--- src/rtl/tex_line_streamer_if.sv ---
// Bundles the character stream, the shared ROM port and the line-mapper lookup
// of tex_line_streamer; master is the streamer, slave is its environment.
interface tex_line_streamer_if #(
   parameter int NUM_CH = 2,
   parameter int WORD_W = 16,
   parameter int ADDR_W = 8,
   parameter int LINE_W = 6,
   parameter int LEN_W  = 8
);
   logic [NUM_CH*8-1:0]      char_o;
   logic [NUM_CH-1:0]        char_valid_o;
   logic [NUM_CH-1:0]        char_ready_i;
   logic [ADDR_W-1:0]        mem_addr_o;
   logic [WORD_W-1:0]        mem_dout_i;
   logic [LINE_W-1:0]        map_line_o;
   logic [NUM_CH*ADDR_W-1:0] map_base_i;
   logic [NUM_CH*LEN_W-1:0]  map_len_i;

   modport master (
      output char_o, char_valid_o, mem_addr_o, map_line_o,
      input  char_ready_i, mem_dout_i, map_base_i, map_len_i
   );

   modport slave (
      input  char_o, char_valid_o, mem_addr_o, map_line_o,
      output char_ready_i, mem_dout_i, map_base_i, map_len_i
   );
endinterface

--- src/rtl/tex_line_streamer.sv ---
// Streams the packed-ASCII strings of one line on NUM_CH paced byte channels,
// sharing a single synchronous ROM port through a round-robin fetch engine.
module tex_line_streamer #(
   parameter int NUM_CH = 2,
   parameter int WORD_W = 16,
   parameter int ADDR_W = 8,
   parameter int LINE_W = 6,
   parameter int LEN_W  = 8
) (
   input  logic              clk,
   input  logic              rst,
   input  logic [LINE_W-1:0] line_i,
   input  logic              start_i,
   input  logic              loop_i,
   input  logic [1:0]        rate_sel_i,
   output logic              busy_o,
   output logic              done_o,
   tex_line_streamer_if.master bus
);

   localparam int CPW   = WORD_W / 8;
   localparam int CNT_W = $clog2(CPW + 1);
   localparam int CH_W  = (NUM_CH > 1) ? $clog2(NUM_CH) : 1;

   localparam logic [1:0] S_IDLE = 2'd0;
   localparam logic [1:0] S_LOAD = 2'd1;
   localparam logic [1:0] S_RUN  = 2'd2;
   localparam logic [1:0] S_DONE = 2'd3;

   localparam logic F_IDLE = 1'b0;
   localparam logic F_WAIT = 1'b1;

   logic [1:0]        state_q;
   logic              fstate_q;
   logic [LINE_W-1:0] line_q;
   logic              loop_q;
   logic              reload_q;
   logic [1:0]        rate_q;
   logic [15:0]       tick_cnt_q;
   logic [CH_W-1:0]   rr_q;
   logic [CH_W-1:0]   fch_q;

   logic [ADDR_W-1:0] base_q  [NUM_CH];
   logic [ADDR_W-1:0] widx_q  [NUM_CH];
   logic [LEN_W-1:0]  rem_q   [NUM_CH];
   logic [CNT_W-1:0]  cnt_q   [NUM_CH];
   logic [WORD_W-1:0] buf_q   [NUM_CH];
   logic [7:0]        char_q  [NUM_CH];
   logic [NUM_CH-1:0] valid_q;

   logic              run;
   logic              tick;
   logic              grant;
   logic [CH_W-1:0]   grant_ch;
   logic              all_finished;
   logic [NUM_CH-1:0] finished;
   logic [NUM_CH-1:0] req;
   logic [NUM_CH-1:0] nul_hit;
   logic [NUM_CH-1:0] load_ch;
   logic [NUM_CH-1:0] xfer;
   logic [NUM_CH-1:0] capture;

   assign run    = (state_q == S_RUN);
   assign busy_o = (state_q != S_IDLE);
   assign done_o = (state_q == S_DONE);

   // On a first start the mapper must see the incoming line during LOAD;
   // on a loop restart it keeps seeing the latched one.
   assign bus.map_line_o   = (state_q == S_LOAD && !reload_q) ? line_i : line_q;
   assign bus.char_valid_o = valid_q;

   always_comb begin
      // NOTE: every always_comb output gets a default first so no path can infer a latch.
      bus.char_o = '0;
      for (int c = 0; c < NUM_CH; c++) begin
         bus.char_o[c*8 +: 8] = char_q[c];
      end
   end

   always_comb begin
      tick = 1'b1;
      case (rate_q)
         2'd0:    tick = 1'b1;
         2'd1:    tick = (tick_cnt_q[3:0] == '0);
         2'd2:    tick = (tick_cnt_q[7:0] == '0);
         default: tick = (tick_cnt_q == '0);
      endcase
   end

   // A channel needs a word when it still owes characters and its buffer is
   // drained; a NUL at the buffer head retires it without waiting for a tick.
   always_comb begin
      finished = '0;
      req      = '0;
      nul_hit  = '0;
      load_ch  = '0;
      xfer     = '0;
      capture  = '0;
      for (int c = 0; c < NUM_CH; c++) begin
         finished[c] = (rem_q[c] == '0);
         req[c]      = run && !finished[c] && (cnt_q[c] == '0);
         nul_hit[c]  = run && !finished[c] && (cnt_q[c] != '0) &&
                       (buf_q[c][WORD_W-1 -: 8] == 8'h00);
         xfer[c]     = valid_q[c] && bus.char_ready_i[c];
         load_ch[c]  = run && tick && !finished[c] && (cnt_q[c] != '0) &&
                       !nul_hit[c] && (!valid_q[c] || bus.char_ready_i[c]);
         capture[c]  = (fstate_q == F_WAIT) && (fch_q == CH_W'(c));
      end
   end

   assign all_finished = (&finished) && !(|valid_q) && (fstate_q == F_IDLE);

   always_comb begin
      int idx;
      idx      = 0;
      grant    = 1'b0;
      grant_ch = '0;
      if (fstate_q == F_IDLE) begin
         for (int k = 0; k < NUM_CH; k++) begin
            idx = int'(rr_q) + k;
            if (idx >= NUM_CH) idx = idx - NUM_CH;
            if (!grant && req[idx]) begin
               grant    = 1'b1;
               grant_ch = CH_W'(idx);
            end
         end
      end
   end

   assign bus.mem_addr_o = grant ? (base_q[grant_ch] + widx_q[grant_ch]) : '0;

   // Main sequencer, fetch engine and pacing counter.
   always_ff @(posedge clk) begin
      // NOTE: sequential state uses non-blocking assignments so every flop samples pre-edge values.
      if (rst) begin
         state_q    <= S_IDLE;
         fstate_q   <= F_IDLE;
         line_q     <= '0;
         loop_q     <= 1'b0;
         reload_q   <= 1'b0;
         rate_q     <= '0;
         tick_cnt_q <= '0;
         rr_q       <= '0;
         fch_q      <= '0;
      end else begin
         tick_cnt_q <= tick_cnt_q + 16'd1;
         case (state_q)
            S_IDLE: begin
               if (start_i) begin
                  state_q  <= S_LOAD;
                  reload_q <= 1'b0;
               end
            end
            S_LOAD: begin
               if (!reload_q) begin
                  line_q <= line_i;
                  loop_q <= loop_i;
                  rate_q <= rate_sel_i;
               end
               tick_cnt_q <= '0;
               rr_q       <= '0;
               fstate_q   <= F_IDLE;
               state_q    <= S_RUN;
            end
            S_RUN: begin
               if (fstate_q == F_WAIT) begin
                  fstate_q <= F_IDLE;
               end else if (grant) begin
                  fstate_q <= F_WAIT;
                  fch_q    <= grant_ch;
                  rr_q     <= (grant_ch == CH_W'(NUM_CH - 1)) ? '0 : grant_ch + CH_W'(1);
               end
               if (all_finished) state_q <= S_DONE;
            end
            default: begin
               state_q  <= loop_q ? S_LOAD : S_IDLE;
               reload_q <= loop_q;
            end
         endcase
      end
   end

   // Per-channel bookkeeping and output registers.
   always_ff @(posedge clk) begin
      if (rst) begin
         for (int c = 0; c < NUM_CH; c++) begin
            base_q[c] <= '0;
            widx_q[c] <= '0;
            rem_q[c]  <= '0;
            cnt_q[c]  <= '0;
            char_q[c] <= '0;
         end
         valid_q <= '0;
      end else if (state_q == S_LOAD) begin
         for (int c = 0; c < NUM_CH; c++) begin
            base_q[c] <= bus.map_base_i[c*ADDR_W +: ADDR_W];
            rem_q[c]  <= bus.map_len_i[c*LEN_W +: LEN_W];
            widx_q[c] <= '0;
            cnt_q[c]  <= '0;
            char_q[c] <= '0;
         end
         valid_q <= '0;
      end else begin
         for (int c = 0; c < NUM_CH; c++) begin
            if (capture[c]) begin
               cnt_q[c]  <= CNT_W'(CPW);
               widx_q[c] <= widx_q[c] + ADDR_W'(1);
            end
            if (nul_hit[c]) begin
               rem_q[c] <= '0;
               cnt_q[c] <= '0;
            end else if (load_ch[c]) begin
               char_q[c]  <= buf_q[c][WORD_W-1 -: 8];
               valid_q[c] <= 1'b1;
               rem_q[c]   <= rem_q[c] - LEN_W'(1);
               // Characters past len in the last word are dropped here.
               cnt_q[c]   <= (rem_q[c] == LEN_W'(1)) ? '0 : cnt_q[c] - CNT_W'(1);
            end
            if (!load_ch[c] && xfer[c]) begin
               valid_q[c] <= 1'b0;
               char_q[c]  <= '0;
            end
         end
      end
   end

   // NOTE: word buffer contents are not reset; cnt_q gates every use, so only the count needs clearing.
   always_ff @(posedge clk) begin
      for (int c = 0; c < NUM_CH; c++) begin
         if (capture[c]) begin
            buf_q[c] <= bus.mem_dout_i;
         end else if (load_ch[c]) begin
            buf_q[c] <= buf_q[c] << 8;
         end
      end
   end

endmodule

--- src/flat_wrapper.sv ---
// flat-port wrapper written by rule: the top's interface ports become plain ports
module tex_line_streamer_flat 
#(
   parameter int NUM_CH = 2,
   parameter int WORD_W = 16,
   parameter int ADDR_W = 8,
   parameter int LINE_W = 6,
   parameter int LEN_W  = 8
)
  (clk, rst, line_i, start_i, loop_i, rate_sel_i, busy_o, done_o, bus_char_o, bus_char_valid_o, bus_mem_addr_o, bus_map_line_o, bus_char_ready_i, bus_mem_dout_i, bus_map_base_i, bus_map_len_i);
  tex_line_streamer_if #(.NUM_CH(NUM_CH), .WORD_W(WORD_W), .ADDR_W(ADDR_W), .LINE_W(LINE_W), .LEN_W(LEN_W)) bus_i ();
  input  logic clk;
  input  logic rst;
  input  logic [LINE_W-1:0] line_i;
  input  logic start_i;
  input  logic loop_i;
  input  logic [1:0] rate_sel_i;
  output logic busy_o;
  output logic done_o;
  output wire logic [$bits(bus_i.char_o)-1:0] bus_char_o;
  output wire logic [$bits(bus_i.char_valid_o)-1:0] bus_char_valid_o;
  output wire logic [$bits(bus_i.mem_addr_o)-1:0] bus_mem_addr_o;
  output wire logic [$bits(bus_i.map_line_o)-1:0] bus_map_line_o;
  input wire logic [$bits(bus_i.char_ready_i)-1:0] bus_char_ready_i;
  input wire logic [$bits(bus_i.mem_dout_i)-1:0] bus_mem_dout_i;
  input wire logic [$bits(bus_i.map_base_i)-1:0] bus_map_base_i;
  input wire logic [$bits(bus_i.map_len_i)-1:0] bus_map_len_i;
  assign bus_char_o = bus_i.char_o;
  assign bus_char_valid_o = bus_i.char_valid_o;
  assign bus_mem_addr_o = bus_i.mem_addr_o;
  assign bus_map_line_o = bus_i.map_line_o;
  assign bus_i.char_ready_i = bus_char_ready_i;
  assign bus_i.mem_dout_i = bus_mem_dout_i;
  assign bus_i.map_base_i = bus_map_base_i;
  assign bus_i.map_len_i = bus_map_len_i;
  tex_line_streamer #(.NUM_CH(NUM_CH), .WORD_W(WORD_W), .ADDR_W(ADDR_W), .LINE_W(LINE_W), .LEN_W(LEN_W)) u_core (.clk(clk), .rst(rst), .line_i(line_i), .start_i(start_i), .loop_i(loop_i), .rate_sel_i(rate_sel_i), .busy_o(busy_o), .done_o(done_o), .bus(bus_i));
endmodule
--- config.mk ---
export PLATFORM = sky130hd
export DESIGN_NAME = tex_line_streamer_flat
export DESIGN_NICKNAME = d
export VERILOG_FILES = /design/src/rtl/tex_line_streamer_if.sv /design/src/rtl/tex_line_streamer.sv /design/src/flat_wrapper.sv
export SDC_FILE = /design/constraint.sdc
export NUM_CORES = 1
export LEC_CHECK = 0
export CORE_MARGIN = 2
export CORE_UTILIZATION = 55
export DETAILED_ROUTE_END_ITERATION = 10
export GPL_TIMING_DRIVEN = 0
export HOLD_SLACK_MARGIN = 0.08
export PLACE_DENSITY = 0.81
export SKIP_CTS_REPAIR_TIMING = 1
export SLEW_MARGIN = 20
export SYNTH_ARGS = -nofsm -noshare
export SYNTH_HDL_FRONTEND = slang
export SYNTH_SLANG_ARGS = --single-unit
--- constraint.sdc ---
create_clock -name clk -period 14 [get_ports clk]
set_input_delay 4.2 -clock clk [delete_from_list [all_inputs] [get_ports clk]]
set_output_delay 4.2 -clock clk [all_outputs]
set_load 0.005 [all_outputs]
# Yosys cells after proc, flatten, opt, wreduce, memory -nomap -nowiden
# Memories as Yosys holds them, arrays and structs flattened.
# Cells that the tools add are included.
# totals
ff_bits,33
latch_bits,0
mem_bits_rw,100
mem_bits_ro,0
in_bits,62
output_inout_bits,34
wordCells,254
mem_count,6
# mem_list
name,words,word_bits,rd,rd_ports_with_merged_regs,wr,line,rtl
u_core.buf_q,2,16,2,0,2,tex_line_streamer.sv:47,logic [WORD_W-1:0] buf_q [NUM_CH];
u_core.base_q,2,8,1,0,2,tex_line_streamer.sv:43,logic [ADDR_W-1:0] base_q [NUM_CH];
u_core.char_q,2,8,2,0,2,tex_line_streamer.sv:48,logic [7:0] char_q [NUM_CH];
u_core.rem_q,2,8,2,0,2,tex_line_streamer.sv:45,logic [LEN_W-1:0] rem_q [NUM_CH];
u_core.widx_q,2,8,3,0,2,tex_line_streamer.sv:44,logic [ADDR_W-1:0] widx_q [NUM_CH];
u_core.cnt_q,2,2,2,0,2,tex_line_streamer.sv:46,logic [CNT_W-1:0] cnt_q [NUM_CH];
# classes
n_addsub,12
mul,0
div_mod_pow,0
magnitude_cmp,4
n_eq_ne,11
shift,0
n_mux,108
bitwise_logic,34
reduce_logical,68
# ops
op,count
two-way mux 8 bit,19
two-way mux 32 bit,4
two-way mux 1 bit,65
"less-than comparator 32 x 3 -> 1 bit, second input constant",2
logical NOT 8 bit,5
"greater-or-equal comparator 32 x 3 -> 1 bit, second input constant",1
two-way mux 16 bit,2
"subtractor 32 x 3 -> 32 bit, second input constant",1
OR 1 bit,28
logical AND 1 bit,27
two-way mux 2 bit,12
"adder 16 x 1 -> 16 bit, second input constant",1
"adder 8 x 1 -> 8 bit, second input constant",2
"== test 8 x 1 -> 1 bit, second input constant",2
logical NOT 16 bit,1
"subtractor 8 x 1 -> 8 bit, second input constant",2
AND reduction 2 bit,6
logical NOT 1 bit,11
adder 8 bit,1
logical NOT 2 bit,4
"!= test 2 bit, second input constant",4
nonzero test 2 bit,4
"== test 2 bit, second input constant",3
two-way mux 6 bit,1
other kinds (15),29

# Logic depth before layout (Yosys ltp)
# Gate-level depths: netlist (run 1).
# An unclocked memory read counts as a cell.
# logic_depth
depth_word,19
depth_mapped,15
ltp_nobuf,13

# Worst setup path before layout (run 1)
# OpenSTA, ideal clock, no wires.
# synth_path
path_type,input-to-output
from,in line_i[0]
to,out bus_map_line_o[0]
arrival_ns,4.460
t_required_ns,9.800
slack_ns,5.340
cell_stages,1
path_buffers,0
path_cell_list,mux2_2
# synth_between
elab_chain_len,1
# synth_rtl
element,line,rtl
"start, declared",flat_wrapper.sv:14,input logic [LINE_W-1:0] line_i;
two-way mux 6 bit,tex_line_streamer.sv:69,assign bus.map_line_o = (state_q == S_LOAD && !reload_q) ? line_i : line_q;
"end, declared",flat_wrapper.sv:23,output wire logic [$bits(bus_i.map_line_o)-1:0] bus_map_line_o;
# No other way between the ends.

# Worst setup path after layout (run 1)
# layout_path
from,in line_i[2]
to,out bus_map_line_o[2]
# The elaborated chain is that of the path after synthesis.

==> results_dict.tcl, run 1 <==
set metrics [dict create \
    yosysSeqAreaShare_pct 53.1 \
    yosysWarnings 0 \
    maxCapViolCount 0 \
    synth_seq_cells 133 \
    yosysTopAreaCell "edfxtp_1" \
    clk_latency_ns 0.42 \
    synth.avg_cell_area_um2 10.7 \
    port_buffers 94 \
    grt_pass1_vias 5111 \
    wl_mm 15.0 \
    worstPathRequired_ns 9.80 \
    synth_nets 699 \
    post-route-util_pct 70.2 \
    synthTopCellsByArea "edfxtp_1, dfxtp_1, mux2_2" \
    power.density_nw_per_um2 171 \
    ys_async_sr_fraction_pct 0 \
    min_period_over_period_pct 68.5 \
    rsz0062_at_grt "false" \
    detail_route.vias_per_cell 5.66 \
    dp_slack_ns 4.44 \
    syn_inst 615 \
    ff2ff_path_depth 8 \
    fin_nets 812 \
    antenna_found_initial 0 \
    die_w_um 114 \
    power_mw 1.43 \
    cts_tree "built" \
    dr.first_iter.drc_count 308 \
    cpLargestDelayFamily "buffers and inverters" \
    regArea_um2 3500 \
    root_buffer "clkbuf_16" \
    nFillCells 844 \
    setup_viol 0 \
    die_h_um 114 \
    io_pins 96 \
    dieArea_um2 12900 \
    fmax_ghz 0.104 \
    numCtsBuffers 17 \
    worst_hold_path.endpoint "u_core.tick_cnt_q[0]$_SDFF_PP0_" \
    worst_pin_slew_ns 0.792 \
    place.gp.congestion 0.865 \
    skew_ns 0.00820 \
    tns_ns 0 \
    cp.depth 3 \
    worst_setup_path_end_kind "output port" \
    whs_path_depth 1 \
    synth_top_area_share_pct 38.2 \
    r2r_setup_slack_ns 11.04 \
    status "completed" \
    multi_input_area_um2 2880 \
    drive_gt1_share_pct 10.5 \
    p_leak_nw 3.09 \
    crit_top_cell "clkdlybuf4s50_1" \
    hpwl_mm 10.8 \
    fin_ws_ns 4.41 \
    diodes 0 \
    hold_class "reg2reg" \
    cp_slowest_stage_delay_ns 0.45 \
    synth_edf_count 84 \
    maxSlewHeadroom_pct 47.2 \
    min_from "u_core.tick_cnt_q[0]$_SDFF_PP0_" \
    syn_area_um2 6600 \
    ir_drop_mv 0.0966 \
    dp_cells 856 \
    cp_cell_sequence "clkdlybuf4s50_1, mux2_2, clkdlybuf4s50_1" \
    cp-start-kind "primary input" \
    cp_slowest_cell "clkdlybuf4s50_1" \
    rr_endpoint "u_core.buf_q[0][14]$_DFFE_PP_" \
    track_usage_pct 23.9 \
    core_um2 11900 \
    grt_pass1_wl_mm 24.1 \
    cp_data_arrival_time_ns 5.39 \
    path_class "in2out" \
    grt-ovfl-total 0 \
    yosys_most_used_dff "edfxtp_1" \
    drc 0 \
    synth.distinct_cells 55 \
    cp_max_fo 2 \
    path_buf_inv 2 \
    hold_viol 0 \
    clock-sinks 133 \
    vias 5027 \
    drtAntennaViolNets 0 \
    rows 40 \
    final.min_clock_period_ns 9.59 \
    cts.clk_slew.worst_paths_ns 0.05 \
    initial_core_util_pct 55.6 \
    final_cells 888 \
    drt-pass1-iter-count 5 \
    area_growth_pct 26.1 \
    grt_max_degree 26 \
    synthTopCellsByCount "edfxtp_1, nand2_1, nor2_1, dfxtp_1, o21ai_0" \
    yosysMostFrequentCell "edfxtp_1" \
    h-tree-depth 4 \
    drv_slew 0 \
    crit-reg2reg-launch "u_core.rem_q[0][0]$_DFFE_PP_" \
    clk_path_buf_depth 2 \
    wl_per_cell_um 16.8 \
]
## layout make-up
cell class,count,area share [%]
inverter,27,1.22
clock inverter,10,1.56
tap,147,2.21
timing repair buffer,94,11.3
sequential,133,42.1
buffer,26,1.43
multi-input combinational,429,34.6
clock buffer,22,5.58
## sequential cells by signal (all words and copies together) (netlist names)
name / count
u_core.buf_q: 32
u_core.base_q: 16
u_core.char_q: 16
u_core.rem_q: 16
u_core.tick_cnt_q: 16
u_core.widx_q: 16
u_core.line_q: 6
u_core.cnt_q: 4
u_core.bus.char_valid_o: 2
u_core.rate_q: 2
u_core.state_q: 2
u_core.fch_q: 1
u_core.fstate_q: 1
u_core.loop_q: 1
u_core.reload_q: 1
u_core.rr_q: 1
## worst reg2reg max path, delay by kind of cell, from the launching register on
family	cells	cell delay (ns)
buf+inv	2	0.25
compound gates	2	0.78
fa+ha+maj	1	0.22
simple gates	3	0.91
flops	1	0.43
## worst max path at each step
stage	startpoint	to	slack, ns
3_3_place_gp	line_i[5]	bus_map_line_o[5]	4.46
3_5_place_dp	line_i[0]	bus_map_line_o[0]	4.44
4_1_cts	line_i[2]	bus_map_line_o[2]	4.39
6_report	line_i[2]	bus_map_line_o[2]	4.41
5_1_grt	line_i[2]	bus_map_line_o[2]	4.38
2_1_floorplan	line_i[0]	bus_map_line_o[0]	5.34
## layer usage
metal  GRT usage (%)  wire length [µm]  up-vias
met2            42.4              7860      126
li1                -                 -     2415
met4            10.5               355        0
met3            6.00               704       32
met1            27.3              6040     2454
met5               0                 0        -
## layout by cell type, fill, tap and decap left out, drive strengths merged, types with 18 or more instances in the layout
master,n
xnor2,18
clkbuf,38
nand3,18
and2,34
nor2,52
o21ai,40
mux2,30
xor2,25
dfxtp,49
ha,21
inv,27
clkdlybuf4s50,94
edfxtp,84
nand2,63
## logic make-up after synthesis
kind of cell / count (synthesis) / share of synthesized area [%]
and+or+nand+nor: 236 / 18.5
adders and majority gates: 22 / 4.28
buffers and inverters: 53 / 3.32
AOI/OAI and AO/OA: 91 / 8.93
muxes: 37 / 6.18
xor gates and xnor gates: 43 / 5.71
DFF: 133 / 53.1
## report_power, final
group / internal (mW) / switching (mW) / total [mW] / leakage, nW
clock: 0.288 / 0.159 / 0.447 / 0.291
sequential: 0.519 / 0.0510 / 0.570 / 1.26
combinational: 0.193 / 0.215 / 0.409 / 1.55
## through the flow
step           area, µm²  hold slack (ns)
2_1_floorplan       6600            0.426
3_3_place_gp        7720            0.437
3_5_place_dp        7730            0.453
4_1_cts             8320            0.479
5_1_grt             8320            0.498
6_report            8320            0.476
(Power assumes the default switching activity.)
==> inputs of run 2 (changes only) <==
clock period = 9 ns   (was 14 ns; I/O delays follow)
==> results of run 2 <==
The final DEF is identical to that of run 1. Status: completed.
Main changes from that run: setup slack after placement 4.44 ns -> 1.81 ns; setup slack after layout 4.41 ns -> 1.35 ns; start point of the critical path line_i[2] -> u_core.rem_q[0][0]$_DFFE_PP_; end point of the critical path bus_map_line_o[2] -> bus_mem_addr_o[6]; register-to-register setup slack 11.04 ns -> 6.04 ns; total power 1.43 mW -> 2.22 mW; worst IR drop on VDD 0.0966 mV -> 0.150 mV
